[src/rtl/if_id_buffer_pkg.sv]
// Shared constants for the IF/ID buffer: immediate-type codes, RV32I opcodes and the NOP word.
// The immediate generator in decode uses the same IMM_* codes.
package if_id_buffer_pkg;

  localparam logic [2:0] IMM_I    = 3'b000;
  localparam logic [2:0] IMM_S    = 3'b001;
  localparam logic [2:0] IMM_B    = 3'b010;
  localparam logic [2:0] IMM_U    = 3'b011;
  localparam logic [2:0] IMM_J    = 3'b100;
  localparam logic [2:0] IMM_NONE = 3'b111;

  localparam logic [6:0] OP_IMM    = 7'b0010011;
  localparam logic [6:0] OP_LOAD   = 7'b0000011;
  localparam logic [6:0] OP_JALR   = 7'b1100111;
  localparam logic [6:0] OP_SYSTEM = 7'b1110011;
  localparam logic [6:0] OP_STORE  = 7'b0100011;
  localparam logic [6:0] OP_BRANCH = 7'b1100011;
  localparam logic [6:0] OP_LUI    = 7'b0110111;
  localparam logic [6:0] OP_AUIPC  = 7'b0010111;
  localparam logic [6:0] OP_JAL    = 7'b1101111;

  localparam logic [31:0] NOP_INSTR = 32'h0000_0013;

endpackage

[src/rtl/if_id_buffer_if.sv]
// Fetch-side and decode-side handshake bundle for the IF/ID buffer.
// The buffer uses the slave modport; the fetch/decode environment uses master.
interface if_id_buffer_if;
  logic        in_valid;
  logic        in_ready;
  logic [31:0] in_pc;
  logic [31:0] in_instr;
  logic        flush;
  logic        out_valid;
  logic        out_ready;
  logic [31:0] out_pc;
  logic [31:0] out_instr;
  logic [2:0]  out_imm_sel;

  modport slave (
    input  in_valid, in_pc, in_instr, flush, out_ready,
    output in_ready, out_valid, out_pc, out_instr, out_imm_sel
  );

  modport master (
    output in_valid, in_pc, in_instr, flush, out_ready,
    input  in_ready, out_valid, out_pc, out_instr, out_imm_sel
  );
endinterface

[src/rtl/if_id_buffer_imm_decode.sv]
// Combinational RV32I opcode to immediate-type classifier (module ifid_imm_decode).
module ifid_imm_decode
  import if_id_buffer_pkg::*;
(
  input  logic [6:0] i_opcode,
  output logic [2:0] o_imm_sel
);

  // opcode to immediate-format lookup
  always_comb begin
    o_imm_sel = IMM_NONE;
    case (i_opcode)
      OP_IMM, OP_LOAD, OP_JALR, OP_SYSTEM: o_imm_sel = IMM_I;
      OP_STORE:                            o_imm_sel = IMM_S;
      OP_BRANCH:                           o_imm_sel = IMM_B;
      OP_LUI, OP_AUIPC:                    o_imm_sel = IMM_U;
      OP_JAL:                              o_imm_sel = IMM_J;
      default:                             o_imm_sel = IMM_NONE;
    endcase
  end

endmodule

[src/rtl/if_id_buffer.sv]
// Two-entry in-order skid FIFO between fetch and decode carrying {pc, instr, imm_sel}.
// Optional feature macro: IFID_IMM_SEL_DECODE_EN (decode and store imm_sel at push).
module if_id_buffer
  import if_id_buffer_pkg::*;
(
  input  logic          clk,
  input  logic          rst,
  if_id_buffer_if.slave bus
);

  logic [1:0]  r_count;
  logic        r_rd_ptr;
  logic        r_wr_ptr;
  logic [31:0] r_pc    [2];
  logic [31:0] r_instr [2];

  logic        w_full;
  logic        w_empty;
  logic        w_push;
  logic        w_pop;
  logic [31:0] w_out_pc;
  logic [31:0] w_out_instr;

  assign w_full  = (r_count == 2'd2);
  assign w_empty = (r_count == 2'd0);

  // Handshakes come only from registered occupancy; rst forces both low in its own cycle.
  assign bus.in_ready  = ~rst & ~w_full;
  assign bus.out_valid = ~rst & ~w_empty;

  assign w_push = bus.in_valid & bus.in_ready;
  assign w_pop  = bus.out_valid & bus.out_ready;

  // occupancy, pointers and entry payload
  always_ff @(posedge clk) begin
    if (rst) begin
      r_count  <= 2'd0;
      r_rd_ptr <= 1'b0;
      r_wr_ptr <= 1'b0;
      for (int i = 0; i < 2; i++) begin
        r_pc[i]    <= 32'd0;
        r_instr[i] <= 32'd0;
      end
    end else if (bus.flush) begin
      r_count  <= 2'd0;
      r_rd_ptr <= 1'b0;
      r_wr_ptr <= 1'b0;
    end else begin
      if (w_push) begin
        r_pc[r_wr_ptr]    <= bus.in_pc;
        r_instr[r_wr_ptr] <= bus.in_instr;
        r_wr_ptr          <= ~r_wr_ptr;
      end
      if (w_pop) begin
        r_rd_ptr <= ~r_rd_ptr;
      end
      case ({w_push, w_pop})
        2'b10:   r_count <= r_count + 2'd1;
        2'b01:   r_count <= r_count - 2'd1;
        default: r_count <= r_count;
      endcase
    end
  end

  // head entry, or a NOP at pc 0 when empty
  always_comb begin
    w_out_pc    = 32'd0;
    w_out_instr = NOP_INSTR;
    if (!w_empty) begin
      w_out_pc    = r_pc[r_rd_ptr];
      w_out_instr = r_instr[r_rd_ptr];
    end else begin
      w_out_pc    = 32'd0;
      w_out_instr = NOP_INSTR;
    end
  end

  assign bus.out_pc    = w_out_pc;
  assign bus.out_instr = w_out_instr;

`ifdef IFID_IMM_SEL_DECODE_EN
  logic [2:0] r_imm [2];
  logic [2:0] w_in_imm;

  ifid_imm_decode u_imm_decode (
    .i_opcode  (bus.in_instr[6:0]),
    .o_imm_sel (w_in_imm)
  );

  // imm_sel storage alongside each entry
  always_ff @(posedge clk) begin
    if (rst) begin
      r_imm[0] <= IMM_I;
      r_imm[1] <= IMM_I;
    end else if (bus.flush) begin
      r_imm[0] <= r_imm[0];
      r_imm[1] <= r_imm[1];
    end else if (w_push) begin
      r_imm[r_wr_ptr] <= w_in_imm;
    end else begin
      r_imm[0] <= r_imm[0];
      r_imm[1] <= r_imm[1];
    end
  end

  assign bus.out_imm_sel = w_empty ? IMM_I : r_imm[r_rd_ptr];
`else
  assign bus.out_imm_sel = IMM_NONE;
`endif

endmodule

[src/flat_wrapper.sv]
// flat-port wrapper written by rule: the top's interface ports become plain ports
module if_id_buffer_flat import if_id_buffer_pkg::*;
  (clk, rst, bus_in_valid, bus_in_pc, bus_in_instr, bus_flush, bus_out_ready, bus_in_ready, bus_out_valid, bus_out_pc, bus_out_instr, bus_out_imm_sel);
  if_id_buffer_if bus_i ();
  input  logic clk;
  input  logic rst;
  input wire logic [$bits(bus_i.in_valid)-1:0] bus_in_valid;
  input wire logic [$bits(bus_i.in_pc)-1:0] bus_in_pc;
  input wire logic [$bits(bus_i.in_instr)-1:0] bus_in_instr;
  input wire logic [$bits(bus_i.flush)-1:0] bus_flush;
  input wire logic [$bits(bus_i.out_ready)-1:0] bus_out_ready;
  output wire logic [$bits(bus_i.in_ready)-1:0] bus_in_ready;
  output wire logic [$bits(bus_i.out_valid)-1:0] bus_out_valid;
  output wire logic [$bits(bus_i.out_pc)-1:0] bus_out_pc;
  output wire logic [$bits(bus_i.out_instr)-1:0] bus_out_instr;
  output wire logic [$bits(bus_i.out_imm_sel)-1:0] bus_out_imm_sel;
  assign bus_i.in_valid = bus_in_valid;
  assign bus_i.in_pc = bus_in_pc;
  assign bus_i.in_instr = bus_in_instr;
  assign bus_i.flush = bus_flush;
  assign bus_i.out_ready = bus_out_ready;
  assign bus_in_ready = bus_i.in_ready;
  assign bus_out_valid = bus_i.out_valid;
  assign bus_out_pc = bus_i.out_pc;
  assign bus_out_instr = bus_i.out_instr;
  assign bus_out_imm_sel = bus_i.out_imm_sel;
  if_id_buffer u_core (.clk(clk), .rst(rst), .bus(bus_i));
endmodule
[config.mk]
export PLATFORM = sky130hd
export DESIGN_NAME = if_id_buffer_flat
export DESIGN_NICKNAME = d
export VERILOG_FILES = /design/src/rtl/if_id_buffer_pkg.sv /design/src/rtl/if_id_buffer_if.sv /design/src/rtl/if_id_buffer_imm_decode.sv /design/src/rtl/if_id_buffer.sv /design/src/flat_wrapper.sv
export SDC_FILE = /design/constraint.sdc
export NUM_CORES = 1
export LEC_CHECK = 0
export BUFFER_PORTS_ARGS = -buffer_cell sky130_fd_sc_hd__buf_4
export CORE_MARGIN = 10
export CORE_UTILIZATION = 35
export DETAILED_ROUTE_END_ITERATION = 16
export SYNTH_ARGS = -nofsm -noshare
export SYNTH_HDL_FRONTEND = slang
export SYNTH_HIERARCHICAL = 1
export SYNTH_SLANG_ARGS = --single-unit
[constraint.sdc]
create_clock -name clk -period 2.5 [get_ports clk]
set_clock_uncertainty 0.05 [all_clocks]
set_input_delay 0.25 -clock clk [delete_from_list [all_inputs] [get_ports clk]]
set_output_delay 0.25 -clock clk [all_outputs]
set_load 0.01 [all_outputs]
==> flow_metrics.py <==
metrics = {
    "outcome": {
        "status": "finished, final reports clean",
    },
    "route": {
        "num_vias": 3684,
        "drc": 0,
        "drt_first_pass_iters": 4,
        "via_per_inst": 4.53,
        "first_iter_violations": 151,
        "routedWlPerCell_um": 16.8,
        "ant_nets": 0,
        "wl_mm": 13.7,
    },
    "critical_path": {
        "cp.buffers_inverters": 2,
        "crit_type": "flip-flop to primary output",
        "critPathMaxFanout": 61,
        "r2r_cells": 4,
        "critPathMaxStageDelay_ns": 0.60,
        "worst_ep_arrival_time_ns": 1.93,
        "required_ns": 2.20,
        "cpMostUsedCell": "buf_4",
        "crit_path_start_kind": "flip-flop",
        "critPathSlowestCell": "buf_4",
        "endpoint_kind": "primary output",
        "cp.depth": 4,
        "path_delay_family": "buffers and inverters",
        "path_cells": "nor2_4 > buf_4 > nor2_1 > buf_4",
    },
    "cts": {
        "post_cts_resized": 0,
        "h-tree-depth": 4,
        "clkLatencyLatePin_ns": 0.40,
        "cts_sinks": 133,
        "cts_setup_buffers": 0,
        "cts_root_buf": "clkbuf_16",
        "clk_pin_slew_worst_paths_ns": 0.05,
        "tritoncts": "built",
        "holdBufCountCts": 0,
        "max-clock-path-buffers": 2,
        "cts_buffers": 17,
    },
    "pwr": {
        "p_leak_nw": 3.01,
        "power.switching_mw": 1.06,
        "intPower_mw": 4.07,
        "combPwrFrac_pct": 7.2,
        "switching_share_pct": 20.7,
        "power.density_mw_per_mm2": 659,
        "ir_worst_vdd_uv": 425,
        "power_frac_clock_pct": 42.3,
        "p_seq_share_pct": 50.5,
    },
    "timing": {
        "worst_slew_pin_slew_ns": 0.731,
        "grt_setup_unrepaired": "no",
        "period_share_pct": 89.3,
        "period_needed_ns": 2.23,
        "fin_setup_tns_ns": 0,
        "slew_violations": 0,
        "worst_slack_ns": 0.266,
        "max_clock_freq_mhz": 448,
        "final-setup-viol-count": 0,
        "slew_headroom_pct": 51.3,
        "hold_violations": 0,
    },
    "finish": {
        "num-nets-final": 653,
        "area_growth_pct": 29.0,
        "insertedDiodeCount": 0,
        "drive_above_1_share_pct": 29.8,
        "final_area_mm2": 0.00779,
    },
    "placed_design": {
        "preCtsSetupSlack_ns": 0.519,
        "port_buffers": 134,
        "gp_congestion": 0.744,
        "hpwl_mm": 8.76,
        "place_area_mm2": 0.00729,
    },
    "logic_synthesis": {
        "synth_edf_count": 128,
        "synth_largest_area_cell": "edfxtp_1",
        "async_flop_share_pct": 0,
        "avgSynthCellArea_um2": 13.5,
        "synth_compound_area_share_pct": 0.663,
        "synth_warnings": 6,
        "synthAdderAreaFrac_pct": 0.207,
        "synthMuxAreaShare_pct": 10.6,
        "ys_top_cells_by_area": "edfxtp_1 64%, and2_1 13%, mux2i_1 11%, nor2_1 4.0%, dfxtp_1 1.7%",
        "syn-cell-area_mm2": 0.00604,
        "synth_common_cells": "129 x and2_1, 128 x edfxtp_1, 65 x nor2_1, 64 x mux2i_1, 9 x clkbuf_1",
        "ys_ff_latch": 133,
        "synthXorXnorAreaFrac_pct": 0.435,
        "syn_inst": 447,
        "synthSimpleGateAreaFrac_pct": 19.3,
        "synth_top_area_share_pct": 63.6,
        "synth_top_family_by_area": "simple AND/OR/NAND/NOR gates",
        "synthFlopType": "edfxtp_1",
        "ys_seq_area_share_pct": 65.3,
        "synthMostInstantiatedCell": "and2_1",
        "yosys.cell_types.count": 26,
    },
    "floorplan": {
        "initial_core_util_pct": 36.0,
        "die_h_um": 151,
        "fp.dieW_um": 151,
        "num_rows": 47,
        "ios": 138,
        "core-area_mm2": 0.0168,
        "dieArea_mm2": 0.0229,
    },
    "worst_hold_path": {
        "min_path_type": "input pin to flip-flop",
        "hold_depth": 2,
    },
    "job": {
        "max_cap_viol_count": 0,
    },
    "grt": {
        "antenna_found_initial": 0,
        "grt_usage_pct": 12.1,
        "grt_pass1_vias": 4054,
        "grt_first_pass_wirelength_mm": 21.3,
        "grt_max_degree": 66,
        "gr-total-overflow": 0,
    },
}
[cell usage in the layout, fill, tap and decap left out, drive strengths merged]
cell type  count
dfxtp          5
buf          147
or2            2
bufinv         1
nand2          1
xnor2          1
ha             1
clkbuf        22
nor3           3
xor2           2
or3            1
nor4           1
edfxtp       128
o211ai         1
nor2b          1
o21ai          5
clkinv         7
a21boi         1
and2         129
nand2b         2
nor4b          1
mux2i         64
conb           3
nor2          65
[path summary, 6_finish.rpt]
| check | start | end | slack (ns) |
|---|---|---|---|
| setup / recovery | u_core/r_count[0] | bus_out_instr[15] | 0.27 |
| hold / removal | rst | flip-flop | 0.03 |
| setup reg to reg | u_core/r_count[0] | u_core/r_instr[1][8] | 0.51 |
| hold reg to reg | u_core/r_wr_ptr | u_core/r_wr_ptr | 0.49 |
[per-layer routing]
| metal | up-vias | share of wire (%) | track usage, % |
|---|---|---|---|
| met1 | 1774 | 41 | 13.8 |
| met3 | 10 | 7.9 | 5.28 |
| met5 | - | 0 | 0 |
| met4 | 0 | 0.79 | 3.03 |
| met2 | 93 | 50 | 20.4 |
| li1 | 1807 | - | - |
[logic make-up (layout without fill, tap and decap cells)]
group,after synthesis,in the layout
simple gates,206,206
flops,133,133
mux,64,64
buf+inv,32,177
compound gates,7,7
xor+xnor,3,3
fa+ha+maj,1,1
other cells,1,3
[cell type report]
| cell class | instances | area [µm²] |
|---|---|---|
| clock inverters | 8 | 61.3 |
| multi-input cells | 284 | 1910 |
| fillers | 1566 | 8970 |
| clock buffers | 22 | 444 |
| repair buffers | 147 | 1150 |
| flip-flops and latches | 133 | 3950 |
| well taps | 220 | 275 |
[power by group through the flow]
stage,logic (mW),registers (mW),clock network (mW)
final,0.370,2.59,2.17
after global routing,0.410,2.60,2.35
after CTS,0.381,2.59,2.24
after detailed placement,0.380,2.64,0
after global placement,0.376,2.63,0
after floorplan,0.183,2.63,0
[state kept, by name, indices dropped and copies added, names as in the netlist, named ones only]
signal and flops:
u_core/r_rd_ptr 1, u_core/r_wr_ptr 1, u_core/r_pc 64, u_core/r_count 2, u_core/r_instr 64
[worst register-to-register path, cell delays in order, from the launching register on]
cell     delay, ns
dfxtp_1       0.58
nor2b_4       0.11
nor4b_4       0.31
buf_4         0.56
and2_1        0.24
[per-stage QoR]
stage | hold slack [ns] | power (mW) | cells | utilization (%)
floorplan | 0.277 | 2.81 | 449 | -
detailed placement | 0.447 | 3.02 | 784 | 43.5
global placement | 0.438 | 3.01 | 784 | 43.5
global route | 0.0175 | 5.36 | 814 | 46.5
finish | 0.0319 | 5.14 | 814 | 46.5
CTS | 0.0115 | 5.21 | 814 | 46.5
(Power assumes the default switching activity.)
